## config.mk

```make
export PLATFORM = sky130hd
export DESIGN_NAME = sub_div_ctrl_flat
export DESIGN_NICKNAME = d
export VERILOG_FILES = /design/src/rtl/sub_div_pkg.sv /design/src/rtl/sub_div_ctrl_if.sv /design/src/rtl/sub_div_ctrl_subtractor.sv /design/src/rtl/sub_div_ctrl.sv /design/src/flat_wrapper.sv
export SDC_FILE = /design/constraint.sdc
export NUM_CORES = 1
export LEC_CHECK = 0
export ABC_AREA = 1
export BUFFER_PORTS_ARGS = -buffer_cell sky130_fd_sc_hd__clkbuf_2
export CAP_MARGIN = 10
export CORE_MARGIN = 2
export CORE_UTILIZATION = 53
export DETAILED_ROUTE_END_ITERATION = 8
export HOLD_SLACK_MARGIN = 0.06
export PLACE_DENSITY = 0.87
export SYNTH_ARGS = -nofsm -noshare
export SYNTH_HDL_FRONTEND = slang
export SYNTH_SLANG_ARGS = --single-unit
export TNS_END_PERCENT = 5
```

## constraint.sdc

```tcl
create_clock -name clk -period 1.7 [get_ports clk]
set_input_delay 0.255 -clock clk [delete_from_list [all_inputs] [get_ports clk]]
set_output_delay 0.255 -clock clk [all_outputs]
set_load 0.02 [all_outputs]
```

## src/rtl/sub_div_pkg.sv

```systemverilog
// Shared types and constants for the restoring-division controller.
// Every file that touches the divider state or result encodings imports this package.
package sub_div_pkg;

    localparam int DIV_WIDTH = 8;
    localparam int CNT_W     = $clog2(DIV_WIDTH);

    localparam logic [DIV_WIDTH-1:0] DIV0_QUOTIENT = {DIV_WIDTH{1'b1}};
    localparam logic [DIV_WIDTH-1:0] SIGNED_MIN    = 8'h80;

    typedef enum logic [2:0] {
        ST_IDLE = 3'd0,
        ST_PREP = 3'd1,
        ST_ITER = 3'd2,
        ST_FIX  = 3'd3,
        ST_DONE = 3'd4
    } state_e;

endpackage

```

## src/rtl/sub_div_ctrl_if.sv

```systemverilog
// Request/response handshake bundle between the execute stage and the divide unit.
// The master side issues requests and consumes results; the slave side is the divider.
interface sub_div_ctrl_if #(
    parameter int WIDTH = sub_div_pkg::DIV_WIDTH
);

    logic             req_valid;
    logic             req_ready;
    logic             req_signed;
    logic [WIDTH-1:0] req_dividend;
    logic [WIDTH-1:0] req_divisor;
    logic             rsp_valid;
    logic             rsp_ready;
    logic [WIDTH-1:0] rsp_quotient;
    logic [WIDTH-1:0] rsp_remainder;
    logic             rsp_div_zero;
    logic             rsp_overflow;
    logic             busy;

    modport master (
        output req_valid, req_signed, req_dividend, req_divisor, rsp_ready,
        input  req_ready, rsp_valid, rsp_quotient, rsp_remainder,
        input  rsp_div_zero, rsp_overflow, busy
    );

    modport slave (
        input  req_valid, req_signed, req_dividend, req_divisor, rsp_ready,
        output req_ready, rsp_valid, rsp_quotient, rsp_remainder,
        output rsp_div_zero, rsp_overflow, busy
    );

endinterface

```

## src/rtl/sub_div_ctrl_subtractor.sv

```systemverilog
// The existing shared subtractor unit: Diff = A - B modulo 2^WIDTH.
// Cout is the inverted borrow, so it is high exactly when A >= B as unsigned values.
module subtractor #(
    parameter int WIDTH = 8
) (
    input  logic [WIDTH-1:0] A,
    input  logic [WIDTH-1:0] B,
    output logic [WIDTH-1:0] Diff,
    output logic             Cout
);

    logic [WIDTH:0] full_s;

    // Widen by one bit so the top bit of the result is the borrow
    always_comb begin
        full_s = {1'b0, A} - {1'b0, B};
        Diff   = full_s[WIDTH-1:0];
        Cout   = ~full_s[WIDTH];
    end

endmodule

```

## src/rtl/sub_div_ctrl.sv

```systemverilog
// Restoring signed/unsigned divider; every trial subtraction goes through one shared
// subtractor, producing one quotient bit per ITER cycle. All outputs are registered.
module sub_div_ctrl
    import sub_div_pkg::*;
#(
    parameter int WIDTH = DIV_WIDTH
) (
    input  logic            clk,
    input  logic            rst_n,
    sub_div_ctrl_if.slave   bus
);

    localparam logic [WIDTH-1:0] ZERO_W = {WIDTH{1'b0}};
    localparam logic [WIDTH-1:0] ONE_W  = {{(WIDTH-1){1'b0}}, 1'b1};
    localparam logic [WIDTH-1:0] ONES_W = {WIDTH{1'b1}};
    localparam logic [CNT_W-1:0] CNT_LAST = CNT_W'(WIDTH-1);

    state_e           state_q, state_d;
    logic [WIDTH-1:0] a_q, a_d;
    logic [WIDTH-1:0] b_q, b_d;
    logic             sgn_q, sgn_d;
    logic             div0_q, div0_d;
    logic             q_neg_q, q_neg_d;
    logic             r_neg_q, r_neg_d;
    logic [WIDTH-1:0] dsr_mag_q, dsr_mag_d;
    logic [WIDTH-1:0] shreg_q, shreg_d;
    logic [WIDTH-1:0] prem_q, prem_d;
    logic [CNT_W-1:0] cnt_q, cnt_d;
    logic             req_ready_q, req_ready_d;
    logic             rsp_valid_q, rsp_valid_d;
    logic             busy_q, busy_d;
    logic [WIDTH-1:0] quo_q, quo_d;
    logic [WIDTH-1:0] rem_q, rem_d;
    logic             dz_q, dz_d;
    logic             ovf_q, ovf_d;

    logic [WIDTH:0]   shifted_s;
    logic [WIDTH-1:0] sub_diff_s;
    logic             sub_cout_s;
    logic             q_bit_s;

    subtractor #(.WIDTH(WIDTH)) u_sub (
        .A    (shifted_s[WIDTH-1:0]),
        .B    (dsr_mag_q),
        .Diff (sub_diff_s),
        .Cout (sub_cout_s)
    );

    function automatic logic [WIDTH-1:0] neg_if(input logic [WIDTH-1:0] v, input logic en);
        logic [WIDTH-1:0] r;
        if (en) begin
            r = ~v + ONE_W;
        end else begin
            r = v;
        end
        return r;
    endfunction

    // Next-state, datapath and registered-output computation for the divider FSM
    always_comb begin
        state_d     = state_q;
        a_d         = a_q;
        b_d         = b_q;
        sgn_d       = sgn_q;
        div0_d      = div0_q;
        q_neg_d     = q_neg_q;
        r_neg_d     = r_neg_q;
        dsr_mag_d   = dsr_mag_q;
        shreg_d     = shreg_q;
        prem_d      = prem_q;
        cnt_d       = cnt_q;
        quo_d       = quo_q;
        rem_d       = rem_q;
        dz_d        = dz_q;
        ovf_d       = ovf_q;
        // A quotient bit is forced when the shifted-out MSB makes the trial value exceed WIDTH bits
        shifted_s   = {prem_q, shreg_q[WIDTH-1]};
        q_bit_s     = shifted_s[WIDTH] | sub_cout_s;

        case (state_q)
            ST_IDLE: begin
                if (bus.req_valid && req_ready_q) begin
                    a_d     = bus.req_dividend;
                    b_d     = bus.req_divisor;
                    sgn_d   = bus.req_signed;
                    state_d = ST_PREP;
                end else begin
                    state_d = ST_IDLE;
                end
            end
            ST_PREP: begin
                // Divide-by-zero still passes through FIX so both result paths share one writer
                if (b_q == ZERO_W) begin
                    div0_d  = 1'b1;
                    state_d = ST_FIX;
                end else begin
                    div0_d    = 1'b0;
                    q_neg_d   = (sgn_q & a_q[WIDTH-1]) ^ (sgn_q & b_q[WIDTH-1]);
                    r_neg_d   = sgn_q & a_q[WIDTH-1];
                    shreg_d   = neg_if(a_q, sgn_q & a_q[WIDTH-1]);
                    dsr_mag_d = neg_if(b_q, sgn_q & b_q[WIDTH-1]);
                    prem_d    = ZERO_W;
                    cnt_d     = {CNT_W{1'b0}};
                    state_d   = ST_ITER;
                end
            end
            ST_ITER: begin
                if (q_bit_s) begin
                    prem_d = sub_diff_s;
                end else begin
                    prem_d = shifted_s[WIDTH-1:0];
                end
                shreg_d = {shreg_q[WIDTH-2:0], q_bit_s};
                cnt_d   = cnt_q + {{(CNT_W-1){1'b0}}, 1'b1};
                if (cnt_q == CNT_LAST) begin
                    state_d = ST_FIX;
                end else begin
                    state_d = ST_ITER;
                end
            end
            ST_FIX: begin
                if (div0_q) begin
                    quo_d = DIV0_QUOTIENT;
                    rem_d = a_q;
                    dz_d  = 1'b1;
                    ovf_d = 1'b0;
                end else begin
                    quo_d = neg_if(shreg_q, q_neg_q);
                    rem_d = neg_if(prem_q, r_neg_q);
                    dz_d  = 1'b0;
                    ovf_d = sgn_q && (a_q == SIGNED_MIN) && (b_q == ONES_W);
                end
                state_d = ST_DONE;
            end
            ST_DONE: begin
                if (bus.rsp_ready) begin
                    state_d = ST_IDLE;
                end else begin
                    state_d = ST_DONE;
                end
            end
            default: begin
                state_d = ST_IDLE;
            end
        endcase

        req_ready_d = (state_d == ST_IDLE);
        busy_d      = (state_d != ST_IDLE);
        rsp_valid_d = (state_d == ST_DONE);
    end

    // State, datapath and output registers with synchronous active-low reset
    always_ff @(posedge clk) begin
        if (!rst_n) begin
            state_q     <= ST_IDLE;
            a_q         <= ZERO_W;
            b_q         <= ZERO_W;
            sgn_q       <= 1'b0;
            div0_q      <= 1'b0;
            q_neg_q     <= 1'b0;
            r_neg_q     <= 1'b0;
            dsr_mag_q   <= ZERO_W;
            shreg_q     <= ZERO_W;
            prem_q      <= ZERO_W;
            cnt_q       <= {CNT_W{1'b0}};
            req_ready_q <= 1'b1;
            rsp_valid_q <= 1'b0;
            busy_q      <= 1'b0;
            quo_q       <= ZERO_W;
            rem_q       <= ZERO_W;
            dz_q        <= 1'b0;
            ovf_q       <= 1'b0;
        end else begin
            state_q     <= state_d;
            a_q         <= a_d;
            b_q         <= b_d;
            sgn_q       <= sgn_d;
            div0_q      <= div0_d;
            q_neg_q     <= q_neg_d;
            r_neg_q     <= r_neg_d;
            dsr_mag_q   <= dsr_mag_d;
            shreg_q     <= shreg_d;
            prem_q      <= prem_d;
            cnt_q       <= cnt_d;
            req_ready_q <= req_ready_d;
            rsp_valid_q <= rsp_valid_d;
            busy_q      <= busy_d;
            quo_q       <= quo_d;
            rem_q       <= rem_d;
            dz_q        <= dz_d;
            ovf_q       <= ovf_d;
        end
    end

    assign bus.req_ready     = req_ready_q;
    assign bus.rsp_valid     = rsp_valid_q;
    assign bus.busy          = busy_q;
    assign bus.rsp_quotient  = quo_q;
    assign bus.rsp_remainder = rem_q;
    assign bus.rsp_div_zero  = dz_q;
    assign bus.rsp_overflow  = ovf_q;

endmodule

```

## src/flat_wrapper.sv

```systemverilog
// flat-port wrapper written by rule: the top's interface ports become plain ports
module sub_div_ctrl_flat import sub_div_pkg::*;
#(
    parameter int WIDTH = DIV_WIDTH
)
  (clk, rst_n, bus_req_valid, bus_req_signed, bus_req_dividend, bus_req_divisor, bus_rsp_ready, bus_req_ready, bus_rsp_valid, bus_rsp_quotient, bus_rsp_remainder, bus_rsp_div_zero, bus_rsp_overflow, bus_busy);
  sub_div_ctrl_if #(.WIDTH(WIDTH)) bus_i ();
  input  logic clk;
  input  logic rst_n;
  input wire logic [$bits(bus_i.req_valid)-1:0] bus_req_valid;
  input wire logic [$bits(bus_i.req_signed)-1:0] bus_req_signed;
  input wire logic [$bits(bus_i.req_dividend)-1:0] bus_req_dividend;
  input wire logic [$bits(bus_i.req_divisor)-1:0] bus_req_divisor;
  input wire logic [$bits(bus_i.rsp_ready)-1:0] bus_rsp_ready;
  output wire logic [$bits(bus_i.req_ready)-1:0] bus_req_ready;
  output wire logic [$bits(bus_i.rsp_valid)-1:0] bus_rsp_valid;
  output wire logic [$bits(bus_i.rsp_quotient)-1:0] bus_rsp_quotient;
  output wire logic [$bits(bus_i.rsp_remainder)-1:0] bus_rsp_remainder;
  output wire logic [$bits(bus_i.rsp_div_zero)-1:0] bus_rsp_div_zero;
  output wire logic [$bits(bus_i.rsp_overflow)-1:0] bus_rsp_overflow;
  output wire logic [$bits(bus_i.busy)-1:0] bus_busy;
  assign bus_i.req_valid = bus_req_valid;
  assign bus_i.req_signed = bus_req_signed;
  assign bus_i.req_dividend = bus_req_dividend;
  assign bus_i.req_divisor = bus_req_divisor;
  assign bus_i.rsp_ready = bus_rsp_ready;
  assign bus_req_ready = bus_i.req_ready;
  assign bus_rsp_valid = bus_i.rsp_valid;
  assign bus_rsp_quotient = bus_i.rsp_quotient;
  assign bus_rsp_remainder = bus_i.rsp_remainder;
  assign bus_rsp_div_zero = bus_i.rsp_div_zero;
  assign bus_rsp_overflow = bus_i.rsp_overflow;
  assign bus_busy = bus_i.busy;
  sub_div_ctrl #(.WIDTH(WIDTH)) u_core (.clk(clk), .rst_n(rst_n), .bus(bus_i));
endmodule
```

==> flow_summary.toml <==
[sta]
slew_viol_final = 0
hold_viol = 0
rsz0062_at_grt = "yes"
finalWorstSetupSlack_ns = -0.06897
skew_ns = 0.005221
setup-violations-final = 8
fmax_mhz = 565.3
period_needed_ns = 1.769
fin_crit_sh = 1.041
slew_headroom = 0.7214
tightest_slew_ns = 0.4174
hold_ws_ns = 0.1443

[route]
routedLengthMet1_mm = 4.109
wl_met2_mm = 4.927
vias = 4020
first_iter_violations = 366
drc = 0
drt_wl_total_mm = 10.33
first_pass_iters = 5
wl_met3_um = 877
ant_nets = 0
top_layer = "met4"
avgRoutedWirePerCell_um = 14.16
viasPerCell = 5.507

[pwr]
switching_share = 0.3865
comb_power_share = 0.411
p_sw_uw = 2533
ir_drop_uv = 693.2
seq_power_share = 0.313
power.density_nw_per_um2 = 1411
pwr-share-clk = 0.276
p_leak_uw = 0.002094
p_int_uw = 4020

[final_layout]
fillers = 589
drive_above_1_share = 0.1933
insertedDiodeCount = 0
stdcell_count = 730
area_delta_synth_final_pct = 19.66
nets = 664

[synthesis]
synth_cell_types = 32
ys_dominant_reg_cell = "dfxtp_1"
yosysWarningCount = 0
netlist_instances = 566
seq_area_frac_synth = 0.3661
synth_nets = 603
synthDominantCellAreaShare = 0.3661
ys_ff_latch = 71
synth_top_cells_by_count = "123 x nand2_1, 71 x dfxtp_1, 69 x inv_1"
synth.most_common_cell = "nand2_1"
async_flop_share = 0
synth_area_um2 = 3882
synth_edf_count = 0
synth_area_per_cell_um2 = 6.859
ys_top_cells_by_area = "dfxtp_1 37%, nand2_1 12%, a21oi_1 8.1%, o21ai_0 7.3%, inv_1 6.7%"
yosysTopAreaCell = "dfxtp_1"

[worst_hold_path]
worstHoldStart = "bus_req_signed"
hold_path_class = "input pin to flop"

[worst_setup_path]
cp-end-kind = "flop"
crit_start = "u_core.shreg_q[7]$_SDFFE_PN0P_"
crit_chain = "inv_2 > ha_4 > fa_2 > inv_2 > nand2_1 > nand2_2 > nand3_4 > nand3_4 > nand2_1 > nand2_1 > nand2_1 > a21oi_1"
cpPeakStageDelay_ns = 0.35
crit_buf_inv = 2
cp.arrival_ns = 2.06
worst-path-max-fanout = 7
worst_ep_required_time_ns = 1.99
start_kind = "flop"
r2r_start = "u_core.shreg_q[7]$_SDFFE_PN0P_"
crit_type = "flop to flop"
cp_slowest_cell = "dfxtp_2"
cp_common_cell = "nand2_1"
path_delay_family = "simple AND/OR/NAND/NOR gates"

[clock_tree]
postCtsHoldBufs = 0
cts_made_buffers = 9
cts_root_buf = "clkbuf_8"
path_clk_slew_ns = 0.07
cts.path.max_buffers = 2
clock_sinks = 71
htree_levels = 3
insertion_delay_ns = 0.36
cts_tree = "done"

[run_status]
run_status = "finished with violations"
violations = "setup timing"

[die]
core_area_um2 = 7176
num_io_pins = 42
dieArea_um2 = 8026
num_rows = 31
die_height_um = 89.59
dieWidth_um = 89.59
start_util = 0.5411

[place]
place_hpwl_mm = 7.329
place.gp.congestion = 0.8907
dp.cells = 713
io_buffers = 41

[global_routing]
antenna_found_initial = 0
grt_overflow = 0
grt_pass1_vias = 3565
track_usage = 0.2672
grt_max_degree = 44
grt_pass1_wl_mm = 16.40

[flow_run]
cap_violations = 0
==> final cells by class <==
cell class / instances / area (um^2) / share of cell area
Timing Repair Buffer: 69 / 427.9 / 0.09211
Clock inverter: 5 / 128.9 / 0.02774
Tap cell: 99 / 123.9 / 0.02666
Inverter: 77 / 289.0 / 0.06221
Sequential cell: 71 / 1423 / 0.3062
Multi-Input combinational cell: 399 / 2116 / 0.4554
Clock buffer: 10 / 137.6 / 0.02963
==> layout by cell type (no fill, tap or decap), types with 2 or more instances in the layout <==
| master | instances |
|---|---|
| o21ai_0 | 54 |
| a31oi_1 | 5 |
| o211ai_1 | 2 |
| nand3_1 | 35 |
| nor3_1 | 7 |
| inv_1 | 66 |
| clkbuf_8 | 10 |
| nor2_2 | 7 |
| nand3b_1 | 2 |
| nor2_1 | 43 |
| nand4_1 | 10 |
| inv_2 | 7 |
| buf_4 | 27 |
| a21oi_1 | 61 |
| nand2_1 | 122 |
| clkinv_1 | 4 |
| bufinv_16 | 4 |
| nand3_2 | 4 |
| clkbuf_2 | 41 |
| xor2_1 | 7 |
| ha_1 | 13 |
| a21oi_2 | 5 |
| nand3_4 | 2 |
| nand2_2 | 5 |
| o21ai_1 | 4 |
| dfxtp_1 | 70 |
==> tightest hold or removal path: stages <==
cell and delay (ns):
clkbuf_2 0.07, o21ai_0 0.07, nor2_1 0.07
==> what timing repair did <==
action	CTS	global route
buffers inserted	1	0
resized for setup	3	11
pin swaps	1	0
hold endpoints to repair	0	0
cloned	1	0
setup endpoints to repair	9	27
==> worst paths after layout <==
path,end,slack (ns),depth (start not counted)
setup / recovery,u_core.prem_q[6]$_SDFFE_PN0P_,-0.07,12
hold / removal,u_core.sgn_q$_SDFFE_PN0N_,0.14,3
setup reg to reg,u_core.prem_q[6]$_SDFFE_PN0P_,-0.07,12
hold reg to reg,u_core.bus.rsp_remainder[6]$_SDFFE_PN0N_,0.47,2
==> metrics by stage <==
stage	TNS, ns	setup WS, ns	instance area, um^2	power (uW)	util
after global routing	-1.155	-0.2013	4646	6943	0.6474
final	-0.3846	-0.06897	4646	6553	0.6474
after CTS	-0.3556	-0.07205	4613	6395	0.6429
after floorplan	-0.07773	-0.03153	3889	3887	-
after detailed placement	-1.452	-0.2117	4312	4462	0.6009
after global placement	-0.3738	-0.08625	4312	4340	0.6009
==> sequential cells by signal, indices dropped and copies added (netlist names), 8 cells and up <==
register / flops
u_core.a_q: 8
u_core.bus.rsp_remainder: 8
u_core.dsr_mag_q: 8
u_core.b_q: 8
u_core.bus.rsp_quotient: 8
u_core.shreg_q: 8
u_core.prem_q: 8
==> per-layer routing <==
metal / global-route usage / vias up
met5: 0 / -
met4: 0.1357 / 0
met3: 0.04388 / 38
met2: 0.4365 / 201
met1: 0.3403 / 1808
li1: - / 1973
==> power by group through the flow <==
stage | Sequential [uW] | Combinational [uW] | Clock (uW)
floorplan | 2050 | 1840 | 0
global placement | 2060 | 2280 | 0
detailed placement | 2070 | 2390 | 0
CTS | 2040 | 2530 | 1830
global route | 2080 | 2970 | 1900
finish | 2050 | 2690 | 1810
==> kinds of logic (layout without fill, tap and decap cells) <==
group           after synthesis  in the layout  share of synthesized area
simple gates                239            240                     0.2742
compound gates              136            136                     0.1847
buf+inv                      97            161                     0.1057
flops                        71             71                     0.3661
fa+ha+maj                    16             16                    0.05350
xor+xnor                      7              7                    0.01579
Power figures use the tool's default switching activity.
